<file path="src/rtl/dmem_responder.sv">
`default_nettype none
// ============================================================================
// Module   : dmem_responder
// Purpose  : Multi-cycle, handshaked data-memory target for the MIPS core.
//            Accepts one load/store at a time over a valid/ready request
//            channel, waits a fixed LATENCY, performs the access and returns
//            the result over a valid/ready response channel. Misaligned or
//            out-of-range accesses are flagged with resp_err and not performed.
// Revision : 1.0 - initial release
// ----------------------------------------------------------------------------
// Parameters:
//   DEPTH      number of 32-bit words stored (power of two, 4..1024)
//   LATENCY    cycles from request acceptance to response valid (1..15)
// Ports:
//   clk        system clock, rising edge
//   reset      synchronous reset, active low (0 = reset)
//   req_valid  initiator presents a request
//   req_ready  responder can accept a request this cycle
//   req_write  1 = store, 0 = load
//   req_addr   byte address
//   req_wdata  store data
//   req_be     store byte enables, bit i selects lane bits 8i+7:8i
//   resp_valid response available
//   resp_ready initiator accepts the response
//   resp_rdata load data; 0 for stores and errors
//   resp_err   1 = request rejected (misaligned or out of range)
// ============================================================================
module dmem_responder #(
  parameter int DEPTH   = 64,
  parameter int LATENCY = 2
) (
  input  logic        clk,
  input  logic        reset,
  input  logic        req_valid,
  output logic        req_ready,
  input  logic        req_write,
  input  logic [31:0] req_addr,
  input  logic [31:0] req_wdata,
  input  logic [3:0]  req_be,
  output logic        resp_valid,
  input  logic        resp_ready,
  output logic [31:0] resp_rdata,
  output logic        resp_err
);

  localparam int          c_AW       = $clog2(DEPTH);
  localparam logic [31:0] c_LIMIT    = 32'(4 * DEPTH);
  localparam logic [3:0]  c_CNT_INIT = 4'(LATENCY - 1);

  typedef enum logic [1:0] {
    ST_IDLE = 2'd0,
    ST_WAIT = 2'd1,
    ST_RESP = 2'd2
  } state_t;

  state_t r_state;
  state_t w_state_nxt;

  logic [3:0]      r_cnt;
  logic            r_write;
  logic [31:0]     r_addr;
  logic [31:0]     r_wdata;
  logic [3:0]      r_be;
  logic [31:0]     r_rdata;
  logic            r_err;
  logic [31:0]     r_mem [DEPTH];

  logic            w_accept;
  logic            w_done;
  logic            w_err;
  logic            w_commit;
  logic [c_AW-1:0] w_idx;

  assign w_accept = req_valid & req_ready;
  assign w_done   = (r_state == ST_WAIT) && (r_cnt == 4'd0);
  // Upper address bits take no part in indexing; the range test alone
  // rejects them, so no out-of-range address can alias onto a real word.
  assign w_err    = (r_addr[1:0] != 2'b00) || (r_addr >= c_LIMIT);
  assign w_idx    = r_addr[c_AW+1:2];
  // A store still pending when reset arrives must never reach storage,
  // hence the explicit reset term.
  assign w_commit = reset & w_done & r_write & ~w_err;

  assign resp_rdata = r_rdata;
  assign resp_err   = r_err;

  // --------------------------------------------------------------------------
  // FSM state register
  // --------------------------------------------------------------------------
  always_ff @(posedge clk) begin
    if (!reset) begin
      r_state <= ST_IDLE;
    end else begin
      r_state <= w_state_nxt;
    end
  end

  // --------------------------------------------------------------------------
  // FSM next-state and handshake outputs
  // --------------------------------------------------------------------------
  always_comb begin
    w_state_nxt = r_state;
    req_ready   = 1'b0;
    resp_valid  = 1'b0;
    case (r_state)
      ST_IDLE: begin
        // Ready is gated by reset so nothing is advertised during reset.
        req_ready = reset;
        if (req_valid && reset) begin
          w_state_nxt = ST_WAIT;
        end
      end
      ST_WAIT: begin
        if (r_cnt == 4'd0) begin
          w_state_nxt = ST_RESP;
        end
      end
      ST_RESP: begin
        resp_valid = 1'b1;
        if (resp_ready) begin
          w_state_nxt = ST_IDLE;
        end
      end
      default: begin
        w_state_nxt = ST_IDLE;
      end
    endcase
  end

  // --------------------------------------------------------------------------
  // Wait counter and response registers
  // --------------------------------------------------------------------------
  always_ff @(posedge clk) begin
    if (!reset) begin
      r_cnt   <= 4'd0;
      r_rdata <= 32'd0;
      r_err   <= 1'b0;
    end else begin
      if (w_accept) begin
        r_cnt <= c_CNT_INIT;
      end else if ((r_state == ST_WAIT) && (r_cnt != 4'd0)) begin
        r_cnt <= 4'(r_cnt - 4'd1);
      end

      if (w_done) begin
        r_err   <= w_err;
        r_rdata <= (!w_err && !r_write) ? r_mem[w_idx] : 32'd0;
      end else if ((r_state == ST_RESP) && resp_ready) begin
        r_rdata <= 32'd0;
        r_err   <= 1'b0;
      end
    end
  end

  // --------------------------------------------------------------------------
  // Request capture. Only loaded on acceptance, so request-side activity
  // during WAIT/RESP cannot disturb the transaction in flight.
  // --------------------------------------------------------------------------
  always_ff @(posedge clk) begin
    if (w_accept) begin
      r_write <= req_write;
      r_addr  <= req_addr;
      r_wdata <= req_wdata;
      r_be    <= req_be;
    end
  end

  // --------------------------------------------------------------------------
  // Storage: not cleared by reset, byte-lane write at the completion edge
  // --------------------------------------------------------------------------
  always_ff @(posedge clk) begin
    if (w_commit) begin
      for (int i = 0; i < 4; i++) begin
        if (r_be[i]) begin
          r_mem[w_idx][8*i +: 8] <= r_wdata[8*i +: 8];
        end
      end
    end
  end

endmodule
`default_nettype wire
</file>
<file path="config.mk">
export PLATFORM = sky130hd
export DESIGN_NAME = dmem_responder
export DESIGN_NICKNAME = d
export VERILOG_FILES = /design/src/rtl/dmem_responder.sv
export SDC_FILE = /design/constraint.sdc
export NUM_CORES = 2
export LEC_CHECK = 0
export BUFFER_PORTS_ARGS = -buffer_cell sky130_fd_sc_hd__buf_2
export CORE_ASPECT_RATIO = 0.5
export CORE_MARGIN = 2
export CORE_UTILIZATION = 47
export DETAILED_ROUTE_END_ITERATION = 10
export MAX_ROUTING_LAYER = met4
export SLEW_MARGIN = 20
export SYNTH_ARGS = -nofsm -noshare
export SYNTH_HDL_FRONTEND = slang
export SYNTH_SLANG_ARGS = --single-unit
</file>
<file path="constraint.sdc">
create_clock -name clk -period 4.8 [get_ports clk]
set_clock_uncertainty 0.05 [all_clocks]
set_input_delay 0.24 -clock clk [delete_from_list [all_inputs] [get_ports clk]]
set_output_delay 0.24 -clock clk [all_outputs]
set_load 0.1 [all_outputs]
</file>
==> results.yml <==
placement:
  io_buffers: 107
  gp_congestion: 0.936
  dpl_cell_area_um2: 87800
  hpwl_um: 168000
timing:
  whs_ns: 0.0637
  setup_viol: 0
  period_needed_ns: 4.10
  slew_violations: 0
  worstMarginPinSlew_ns: 1.23
  max_slew_margin_pct: 18.1
  rsz0062_at_grt: "no"
  fmax_ghz: 0.244
  final_hold_viol_count: 0
  post-route-period-util_pct: 85.4
  fin_setup_tns_ns: 0
detailed_routing:
  wl_um: 259000
  wl_per_cell_um: 36.9
  vias: 45300
  drtIter0Drc: 7463
  vias_per_cell: 6.43
  drc_errors: 0
  ant_nets: 0
  drtPass1Iterations: 5
die:
  pin_count: 108
  die_y_um: 302
  die_w_um: 600
  rows: 109
  start_util_pct: 47.3
  dieArea_um2: 181000
  coreArea_um2: 177000
worst_hold_path:
  hp-class: "primary input to flop"
  holdPathStages: 2
  min_from: "req_wdata[14]"
final_layout:
  stdcell_area_um2: 94800
  finalNetCount: 4545
  drive_gt1_share_pct: 23.7
  area_growth_syn_to_layout_pct: 13.5
setup_path:
  path_buf_inv: 3
  critPathLaunchType: "flop"
  cpLargestDelayFamily: "simple AND/OR/NAND/NOR gates"
  cp.required_ns: 5.18
  crit_chain: "inv_1 > ha_1 > nor3b_1 > nand3_1 > nor4_2 > buf_4 > nand2_2 > buf_4 > nor2_1"
  worstPathMaxFanout: 64
  worst_ep_arrival_time_ns: 4.48
  crit_slowest_cell: "nor2_1"
  r2r_cells: 9
  criticalPathCategory: "flop to flop"
  endpoint_kind: "flop"
  crit_top_cell: "buf_4"
  cp.depth: 9
  cpPeakStageDelay_ns: 0.78
  startpoint: "r_cnt[0]"
  timing.rr.start: "r_cnt[0]"
yosys:
  synth_edf_count: 2117
  ys_warn_count: 0
  synth_cell_types: 76
  synth-seq-cells: 2162
  synth_async_sr_flop_share_pct: 0
  synthCells: 4093
  syn_area_um2: 83500
  synth_fp_nets: 4167
  synth_area_per_cell_um2: 20.4
  ys_seq_area_share_pct: 77.2
  yosys_most_used_dff: "edfxtp_1"
global_routing:
  grt_usage_pct: 29.5
  grt.overflow.total: 0
  grt_pass1_wl_um: 355000
  grt_max_degree: 102
  grt_pass1_vias: 43200
  antenna_found_initial: 32
power_and_ir_drop:
  p_per_area_nw_per_um2: 417
  power.leakage_nw: 30.1
  vdd_drop_max_mv: 0.292
cts:
  htreeDepth: 4
  clk_path_buf_depth: 4
  clock-root-buffer: "clkbuf_16"
  clk_pin_slew_ns: 0.06
  cts_made_buffers: 196
  cts_tree: "yes"
  clock_latency_ns: 0.85
  clock-sinks: 2162
status:
  status: "finished clean"
flow_run:
  maxCapViolCount: 0
Yosys cell counts, drive strengths merged (6+ instances only):
cell	number	share of area (%)
clkbuf	76	0.35
o21ai	23	0.14
a221oi	9	0.10
nor3	13	0.078
a31oi	6	0.045
o22ai	29	0.22
nor2	298	1.3
mux2i	242	2.9
mux2	20	0.27
inv	6	0.027
a32o	6	0.072
dfxtp	45	1.1
nand3	81	0.49
a22o	8	0.084
o211ai	12	0.11
a32oi	11	0.12
nand2	167	0.75
o221ai	6	0.063
edfxtp	2117	76
nor2b	25	0.19
buf	154	1.2
nand2b	12	0.090
nor3b	11	0.099
and3b	7	0.073
a21oi	36	0.22
a22oi	124	1.1
mux4	426	11
nor4	14	0.12
and3	10	0.075
and2	6	0.045
a2111oi	6	0.063
and4	9	0.094
nand4	13	0.097
final cells by class:
class                           instances  area (um^2)
Fill cell                           13500        81800
Sequential cell                      2162        64500
Multi-Input combinational cell       1693        17800
Clock buffer                          232         5080
Timing Repair Buffer                  410         3230
Tap cell                             2386         2990
Clock inverter                        119         1140
Antenna cell                           27         67.6
Inverter                                8         30.0
path summary, 6_finish.rpt:
| kind | to | slack (ns) |
|---|---|---|
| setup / recovery | r_mem[34][6] | 0.70 |
| hold / removal | r_wdata[14] | 0.06 |
| setup reg to reg | r_mem[34][6] | 0.70 |
| hold reg to reg | resp_rdata[30] | 0.45 |
logic make-up (layout without fill, tap and decap cells):
logic type	count (synthesis)	after routing	synth area share [%]
other	0	27	0
xor gates and xnor gates	3	3	0.0315
and+or+nand+nor	687	687	3.73
AOI/OAI and AO/OA	314	314	2.72
muxes	688	688	14.7
buffers and inverters	238	769	1.61
DFF	2162	2162	77.2
adders and majority gates	1	1	0.0150
registers in the layout, summed over array words and instances, names as in the netlist, named ones only:
name,count
resp_rdata,32
r_mem,2048
r_wdata,32
resp_err,1
r_cnt,4
r_be,4
r_state,2
r_addr,32
r_write,1
worst register-to-register path, stage by stage, from the launching register on:
cell and delay (ns):
dfxtp_1 0.31, inv_1 0.10, ha_1 0.17, nor3b_1 0.64, nand3_1 0.29, nor4_2 0.52, buf_4 0.34, nand2_2 0.07
buf_4 0.40, nor2_1 0.82
metal layers:
metal	part of all wire, %	global-route usage (%)	wire length, um	vias to the layer above
met5	0	-	0	-
met4	2.4	7.19	6210	0
met3	14	10.5	35500	407
met2	44	41.1	113000	3231
met1	40	41.5	105000	24000
li1	-	-	-	17700
where the power goes:
| group | leakage (nW) | switching (W) | total [W] | internal [W] |
|---|---|---|---|---|
| Sequential | 19.4 | 0.000118 | 0.0209 | 0.0207 |
| Combinational | 7.64 | 0.00196 | 0.00304 | 0.00108 |
| Clock | 3.05 | 0.00696 | 0.0157 | 0.00869 |
| Total | 30.1 | 0.00904 | 0.0396 | 0.0305 |
per-stage QoR:
stage | power, W | setup slack (ns) | utilization (%) | cells
3_5_place_dp | 0.0242 | 0.824 | 49.7 | 6587
6_report | 0.0396 | 0.701 | 53.7 | 7037
3_3_place_gp | 0.0242 | 0.923 | 49.7 | 6586
5_1_grt | 0.0405 | 0.418 | 53.7 | 7036
4_1_cts | 0.0396 | 0.773 | 53.6 | 7009
2_1_floorplan | 0.0230 | 0.461 | - | 4093
cell usage in the layout (no fill, tap or decap), types with 11 or more instances in the layout:
cell type,Yosys,routed
nor2b_1,25,20
clkinv_2,0,43
o22ai_1,29,29
nand3_1,81,81
clkbuf_1,75,34
buf_12,1,19
nor3_1,13,13
nor4_1,12,11
mux2_2,20,20
nand2_1,167,163
mux2i_1,242,242
buf_2,81,107
a21oi_1,36,36
bufinv_16,0,21
mux4_2,424,424
nand2b_1,12,12
edfxtp_1,2117,2117
dlygate4sd3_1,0,71
a22oi_1,124,124
diode_2,0,27
a32oi_1,11,11
dfxtp_1,45,39
clkbuf_16,0,198
o21ai_0,19,19
o211ai_1,12,12
nand4_1,13,13
nor2_1,297,294
clkinv_1,2,41
buf_4,37,212
timing repair:
action / 4_1_cts / 5_1_grt
endpoints found under the hold margin: 95 / 0
buffers inserted: 0 / 0
hold buffers: 71 / 0
resized for setup: 0 / 0
(Power assumes the default switching activity.)
